**src/rtl/acorn_pkg.sv**
```systemverilog
`default_nettype none
// ============================================================================
// Module  : acorn_pkg
// Brief   : ACORN-128 constants, FSM encodings and single-step functions.
// Revision: 1.0 - initial release
// ============================================================================
package acorn_pkg;

    localparam int ACORN_SW    = 293;
    localparam int PAD_BITS    = 256;
    localparam int PAD_CA_BITS = 128;

    typedef logic [ACORN_SW-1:0] acorn_state_t;

    localparam logic [1:0] ST_IDLE = 2'd0;
    localparam logic [1:0] ST_DATA = 2'd1;
    localparam logic [1:0] ST_PAD  = 2'd2;
    localparam logic [1:0] ST_FIN  = 2'd3;

    function automatic logic maj(input logic x, input logic y, input logic z);
        return (x & y) ^ (x & z) ^ (y & z);
    endfunction

    function automatic logic ch(input logic x, input logic y, input logic z);
        return (x & y) ^ (~x & z);
    endfunction

    // The six LFSR taps are folded in top-down so each uses the old lower bit.
    function automatic acorn_state_t lfsr128(input acorn_state_t s);
        acorn_state_t t;
        t      = s;
        t[289] = t[289] ^ t[235] ^ t[230];
        t[230] = t[230] ^ t[196] ^ t[193];
        t[193] = t[193] ^ t[160] ^ t[154];
        t[154] = t[154] ^ t[111] ^ t[107];
        t[107] = t[107] ^ t[66]  ^ t[61];
        t[61]  = t[61]  ^ t[23]  ^ t[0];
        return t;
    endfunction

    function automatic logic ksg128(input acorn_state_t s);
        acorn_state_t t;
        t = lfsr128(s);
        return t[12] ^ t[154] ^ maj(t[235], t[61], t[193]) ^ ch(t[230], t[111], t[66]);
    endfunction

    function automatic acorn_state_t state_update128(input acorn_state_t s, input logic m,
                                                     input logic ca, input logic cb);
        acorn_state_t t;
        logic         ks;
        logic         f;
        t  = lfsr128(s);
        ks = ksg128(s);
        f  = t[0] ^ ~t[107] ^ maj(t[244], t[23], t[160]) ^ (ca & t[196]) ^ (cb & ks);
        return {f ^ m, t[ACORN_SW-1:1]};
    endfunction

endpackage
`default_nettype wire

```
**src/rtl/acorn_step_dw.sv**
```systemverilog
`default_nettype none
// ============================================================================
// Module  : acorn_step_dw
// Brief   : DW chained ACORN-128 steps in one combinational cone.
// Revision: 1.0 - initial release
// ============================================================================
module acorn_step_dw
    import acorn_pkg::*;
#(
    parameter int DW = 8
) (
    input  logic [ACORN_SW-1:0] i_state,
    input  logic [DW-1:0]       i_m,
    input  logic [DW-1:0]       i_ca,
    input  logic                i_cb,
    input  logic                i_decrypt,
    output logic [ACORN_SW-1:0] o_state,
    output logic [DW-1:0]       o_x
);

    acorn_state_t w_s;
    logic         w_ks;
    logic         w_m;

    // Decrypt feeds the recovered plaintext bit back into the state.
    always_comb begin
        w_s  = i_state;
        o_x  = '0;
        w_ks = 1'b0;
        w_m  = 1'b0;
        for (int j = 0; j < DW; j++) begin
            w_ks   = ksg128(w_s);
            o_x[j] = i_m[j] ^ w_ks;
            w_m    = i_decrypt ? o_x[j] : i_m[j];
            w_s    = state_update128(w_s, w_m, i_ca[j], i_cb);
        end
        o_state = w_s;
    end

endmodule
`default_nettype wire

```
**src/rtl/acorn_crypt_stream.sv**
```systemverilog
`default_nettype none
// ============================================================================
// Module  : acorn_crypt_stream
// Brief   : ACORN-128 message-phase encrypt/decrypt with internal padding.
// Revision: 1.0 - initial release
// ============================================================================
module acorn_crypt_stream
    import acorn_pkg::*;
#(
    parameter int DW    = 8,
    parameter int LEN_W = 16
) (
    input  logic                clk,
    input  logic                rst,
    input  logic                start,
    input  logic                decrypt,
    input  logic [LEN_W-1:0]    len_beats,
    input  logic [ACORN_SW-1:0] state_in,
    input  logic                in_valid,
    input  logic [DW-1:0]       in_data,
    output logic                in_ready,
    output logic                out_valid,
    output logic [DW-1:0]       out_data,
    input  logic                out_ready,
    output logic                busy,
    output logic                done,
    output logic [ACORN_SW-1:0] state_out
);

    localparam int         PAD_CYCLES = PAD_BITS / DW;
    localparam logic [8:0] PAD_LAST   = 9'(PAD_CYCLES - 1);

    logic [1:0]       fsm_q, fsm_d;
    acorn_state_t     acorn_q, acorn_d;
    acorn_state_t     state_out_q, state_out_d;
    logic             dec_q, dec_d;
    logic [LEN_W-1:0] len_q, len_d;
    logic [LEN_W-1:0] cnt_q, cnt_d;
    logic [8:0]       pad_cnt_q, pad_cnt_d;
    logic             out_valid_q, out_valid_d;
    logic [DW-1:0]    out_data_q, out_data_d;

    logic [DW-1:0]    step_m;
    logic [DW-1:0]    step_ca;
    logic [DW-1:0]    step_x;
    logic             step_dec;
    acorn_state_t     step_state;
    logic             accept;

    assign in_ready  = (fsm_q == ST_DATA) & (~out_valid_q | out_ready);
    assign accept    = in_valid & in_ready;
    assign out_valid = out_valid_q;
    assign out_data  = out_data_q;
    assign busy      = (fsm_q != ST_IDLE);
    assign done      = (fsm_q == ST_FIN);
    assign state_out = state_out_q;

    // Padding: a single 1 at pad bit 0, ca high for the first 128 pad bits.
    always_comb begin
        step_m   = in_data;
        step_ca  = '1;
        step_dec = dec_q;
        if (fsm_q == ST_PAD) begin
            step_dec = 1'b0;
            for (int j = 0; j < DW; j++) begin
                step_m[j]  = (pad_cnt_q == 9'd0) && (j == 0);
                step_ca[j] = ((int'(pad_cnt_q) * DW) + j) < PAD_CA_BITS;
            end
        end
    end

    acorn_step_dw #(
        .DW        (DW)
    ) u_step (
        .i_state   (acorn_q),
        .i_m       (step_m),
        .i_ca      (step_ca),
        .i_cb      (1'b0),
        .i_decrypt (step_dec),
        .o_state   (step_state),
        .o_x       (step_x)
    );

    always_comb begin
        fsm_d       = fsm_q;
        acorn_d     = acorn_q;
        state_out_d = state_out_q;
        dec_d       = dec_q;
        len_d       = len_q;
        cnt_d       = cnt_q;
        pad_cnt_d   = pad_cnt_q;
        out_valid_d = out_valid_q;
        out_data_d  = out_data_q;

        if (accept) begin
            out_data_d  = step_x;
            out_valid_d = 1'b1;
        end else if (out_ready) begin
            out_valid_d = 1'b0;
        end

        case (fsm_q)
            ST_IDLE: begin
                if (start) begin
                    acorn_d   = state_in;
                    dec_d     = decrypt;
                    len_d     = len_beats;
                    cnt_d     = '0;
                    pad_cnt_d = '0;
                    fsm_d     = (len_beats == '0) ? ST_PAD : ST_DATA;
                end
            end
            ST_DATA: begin
                if (accept) begin
                    acorn_d = step_state;
                    cnt_d   = cnt_q + LEN_W'(1);
                    if (cnt_q == len_q - LEN_W'(1)) begin
                        fsm_d = ST_PAD;
                    end
                end
            end
            ST_PAD: begin
                acorn_d   = step_state;
                pad_cnt_d = pad_cnt_q + 9'd1;
                if (pad_cnt_q == PAD_LAST) begin
                    fsm_d       = ST_FIN;
                    state_out_d = step_state;
                end
            end
            ST_FIN: begin
                fsm_d = ST_IDLE;
            end
            default: begin
                fsm_d = ST_IDLE;
            end
        endcase
    end

    always_ff @(posedge clk or posedge rst) begin
        if (rst) begin
            fsm_q       <= ST_IDLE;
            acorn_q     <= '0;
            state_out_q <= '0;
            dec_q       <= 1'b0;
            len_q       <= '0;
            cnt_q       <= '0;
            pad_cnt_q   <= '0;
            out_valid_q <= 1'b0;
            out_data_q  <= '0;
        end else begin
            fsm_q       <= fsm_d;
            acorn_q     <= acorn_d;
            state_out_q <= state_out_d;
            dec_q       <= dec_d;
            len_q       <= len_d;
            cnt_q       <= cnt_d;
            pad_cnt_q   <= pad_cnt_d;
            out_valid_q <= out_valid_d;
            out_data_q  <= out_data_d;
        end
    end

endmodule
`default_nettype wire

```
**config.mk**
```make
export PLATFORM = sky130hd
export DESIGN_NAME = acorn_crypt_stream
export DESIGN_NICKNAME = d
export VERILOG_FILES = /design/src/rtl/acorn_pkg.sv /design/src/rtl/acorn_step_dw.sv /design/src/rtl/acorn_crypt_stream.sv
export SDC_FILE = /design/constraint.sdc
export NUM_CORES = 2
export LEC_CHECK = 0
export ABC_AREA = 1
export BUFFER_PORTS_ARGS = -buffer_cell sky130_fd_sc_hd__buf_2
export CORE_AREA = 2 2 313 315
export DETAILED_ROUTE_END_ITERATION = 12
export DIE_AREA = 0 0 315 317
export SLEW_MARGIN = 20
export SYNTH_ARGS = -nofsm -noshare
export SYNTH_HDL_FRONTEND = slang
export SYNTH_HIERARCHICAL = 1
export SYNTH_SLANG_ARGS = --single-unit
```
**constraint.sdc**
```tcl
create_clock -name clk -period 21 [get_ports clk]
set_clock_uncertainty 0.2 [all_clocks]
set_input_delay 4.2 -clock clk [delete_from_list [all_inputs] [get_ports clk]]
set_output_delay 4.2 -clock clk [all_outputs]
set_load 0.005 [all_outputs]
```
==> metrics.txt <==
result of the run=finished, final reports clean; pin slew with the least headroom to its limit=around 1100 ps; routability congestion estimate from global placement=between 0.8 and 0.9; Ports=approximately 630; power density over the cells=approximately 170 nW/um2; DR vias=roughly 27000; commonest non-fill, non-tap cell in the layout=sky130_fd_sc_hd__nand2_1; Root Driver=sky130_fd_sc_hd__clkbuf_16; number of nets in the final layout=roughly 4800; remaining global-route overflow=0; Hold Path Stages=2; Setup TNS=0 ps; class of the tightest hold or removal check=reg -> reg; pin count of the biggest net entering global routing=232; port buffer count=627; cell-internal power=3.57 mW; initial antenna violation count=35; critical path peak fanout=2; Max rail drop VDD=about 0.10 mV; fill cell total of the finished layout=10000; terminating pin of the worst hold path=state_out[97]; Setup CP Type=in -> out; ANT nets after route=0; register clock-pin slew on the reported worst setup and hold paths=50 ps; Rows=about 110; capturing element type of the critical path=output port; clk buf depth=3; share of total power consumed by net switching=a little under half; post-synthesis share of cell area spent on and, or, nand and nor gates=a little under a fifth; sum of net half-perimeters after detailed placement=between 80000 and 90000 um; die area=around 100000 um2; post-synthesis share of cell area spent on full adders, half adders and majority gates=less than 1%; Static Leakage=around 20 nW; warning count from the yosys run=6; data required time at the worst endpoint=~17000 ps; fraction of synthesized cell area taken by the top area cell type=47.8%; area growth from synthesis to layout=15.1%; max-slew violation count=0; RSZ-0062 raised after global routing=no; combinational share of power=between 40% and 50%; initial standard-cell utilization of the core=approximately a third; Synth cell types=44; clock net sink count=between 600 and 700; vias in the first global route=between 20000 and 30000; number of maximum-capacitance constraint violations=0; drt first-iter violations=2004; endpoint of the worst-slack reg-to-reg timing path=acorn_q[68]; post-synthesis instance area=~33000 um2; remaining max-slew budget at the tightest pin=between 20% and 30%; wire length of the first global-routing pass=about 160000 um; Placeable Area=96300 um2; final worst-path cycle share=between 40% and 50%; family with the most delay on the worst path=buffers and inverters; total of cells resized after clock tree synthesis=0; die extent in x=around 320 um; clock tree from TritonCTS=yes; NetSw=between 3 and 4 mW; cells taking the most area after synthesis=sky130_fd_sc_hd__dfrtp_1 (48%), sky130_fd_sc_hd__nand2_1 (15%), sky130_fd_sc_hd__o21ai_0 (8.7%); cell count after synthesis=between 4000 and 5000; number of buffers inserted by post-CTS setup repair=0; Final Hold Slack=between 200 and 300 ps; portion of netlist area occupied by mux cells=0.538%; highest attainable clock frequency=between 100 and 150 MHz; delay of the slowest cell on the worst path=approximately 130 ps; Buffers & Inverters on Critical Path=3; H-Tree Depth=3; Critical Path Slowest Stage Cell=sky130_fd_sc_hd__a21boi_0; Setup Viol. Count Final=0; iteration count of the initial detailed-routing pass=6; vias per inst=about 4.7; type of origin of the critical path=input pin; final critical path time including I/O delays and setup=roughly 9000 ps; Data arrival, critical path=roughly 4600 ps; worst min-delay path startpoint=state_out[97]; CP Cell Sequence=buf_2 -> inv_1 -> a21boi_0 -> buf_2; area fraction in compound gates after synthesis=16.6%; GRT Resource Usage Total=approximately 21%; Avg Inst Size Synth=between 7 and 8 um2; commonest cells after routing, fill and taps aside=sky130_fd_sc_hd__nand2_1 (1310), sky130_fd_sc_hd__dfrtp_1 (639), sky130_fd_sc_hd__buf_2 (627); die outline height=around 320 um; CTS buffer count=80; post-synthesis sequential area ratio=47.8%; hold violation total from the final report=0; post-detailed-route wirelength per cell=~19 um; setup slack of the most critical reg-to-reg path=approximately 16000 ps; Register-to-Register Path Depth=11; xor/xnor share of the synthesized area=2.14%; dominant combinational cell family by area after synthesis=simple AND/OR/NAND/NOR gates; FF-to-FF Start=fsm_q[1]; proportion of layout cells with a drive suffix above 1=18.7%; cell seen most often among critical-path stages=sky130_fd_sc_hd__buf_2; total wire length=~110000 um; Clk pwr share=a little under a quarter; hold buffers post-CTS=0; cell type with the highest aggregate area in the netlist=sky130_fd_sc_hd__dfrtp_1; flip-flop and latch count after synthesis=639; total DRC errors in the routed layout=0; share of total power in sequential cells=28.2%; clock latency on the worst-skew pair=640 ps
==> power by group through the flow <==
stage          Combinational [mW]  Sequential (mW)  Clock, mW
2_1_floorplan                2.78             1.76          0
3_3_place_gp                 3.21             1.89          0
3_5_place_dp                 3.26             1.90          0
4_1_cts                      3.28             1.88       1.53
5_1_grt                      3.72             1.91       1.58
6_report                     3.25             1.87       1.49
==> worst max-delay path by stage <==
stage               slack, ps  cells past startpoint          to      start
floorplan                7870                      1  acorn_q[0]        rst
global placement        12020                      4    in_ready  out_ready
detailed placement      12020                      4    in_ready  out_ready
CTS                     12020                      4    in_ready  out_ready
global route            11940                      4    in_ready  out_ready
finish                  12030                      4    in_ready  out_ready
==> sequential cells by signal, indices dropped and copies added, names as in the netlist <==
name	count
pad_cnt_q	9
acorn_q	293
out_valid	1
fsm_q	2
state_out	293
out_data	8
dec_q	1
len_q	16
cnt_q	16
==> synthesized netlist by cell type (all sizes together) <==
| cell type | n |
|---|---|
| a21boi | 2 |
| a21o | 3 |
| a21oi | 30 |
| a31o | 1 |
| and2 | 1 |
| buf | 362 |
| clkbuf | 85 |
| clkinv | 2 |
| conb | 1 |
| dfrtp | 639 |
| ha | 8 |
| inv | 490 |
| mux2 | 16 |
| nand2 | 1329 |
| nand3 | 102 |
| nand3b | 9 |
| nand4 | 6 |
| nor2 | 85 |
| nor3 | 14 |
| nor3b | 4 |
| nor4 | 5 |
| o21a | 296 |
| o21ai | 617 |
| o21bai | 2 |
| o22ai | 2 |
| o32ai | 1 |
| or2 | 8 |
| xnor2 | 36 |
| xor2 | 44 |
==> kinds of logic (layout without fill, tap and decap cells) <==
kind of cell / after synthesis / in the layout
other: 1 / 22
adder cells (fa/ha/maj): 8 / 8
multiplexers: 16 / 16
AO/OA/AOI/OAI: 954 / 954
flip-flops: 639 / 639
AND/OR/NAND/NOR: 1563 / 1563
XOR/XNOR: 80 / 80
buffers and inverters: 939 / 1290
==> metal layers <==
layer,global-route usage [%],wire [um],up-vias
met2,35.1,51700,703
met4,9.11,4610,26
met3,5.55,7020,211
met1,26.7,45700,12900
met5,0,155,-
li1,-,-,13600
==> area by class of cell <==
cell class | count | area [um2] | share of cell area (%)
Sequential cell | 639 | 16000 | 41.5
Multi-Input combinational cell | 2627 | 12800 | 33.3
Timing Repair Buffer | 654 | 3390 | 8.80
Clock buffer | 101 | 2210 | 5.74
Inverter | 492 | 1850 | 4.80
Tap cell | 1276 | 1600 | 4.15
Clock inverter | 43 | 624 | 1.62
Antenna cell | 16 | 40.0 | 0.104
==> worst reg2reg max path, stage by stage (launching register included) <==
cell and delay [ps]:
sky130_fd_sc_hd__dfrtp_1 420, sky130_fd_sc_hd__inv_1 130, sky130_fd_sc_hd__ha_1 330, sky130_fd_sc_hd__nand3_1 540, sky130_fd_sc_hd__nand2_1 230, sky130_fd_sc_hd__nand2_2 110, sky130_fd_sc_hd__nor2_8 590, sky130_fd_sc_hd__buf_4 790
sky130_fd_sc_hd__buf_4 720, sky130_fd_sc_hd__buf_4 900, sky130_fd_sc_hd__nand2_1 220, sky130_fd_sc_hd__o21a_1 160
==> stage by stage <==
step	worst slack [ps]	instances	util [%]	total power, mW	area [um2]
finish	12030	5848	40.0	6.61	38500
global route	11940	5846	40.0	7.21	38500
CTS	12020	5831	39.9	6.69	38400
detailed placement	12020	5687	37.0	5.16	35600
global placement	12020	5687	37.0	5.10	35600
floorplan	7870	4205	-	4.53	33500
Note: power is estimated with default switching activity, not from simulation.
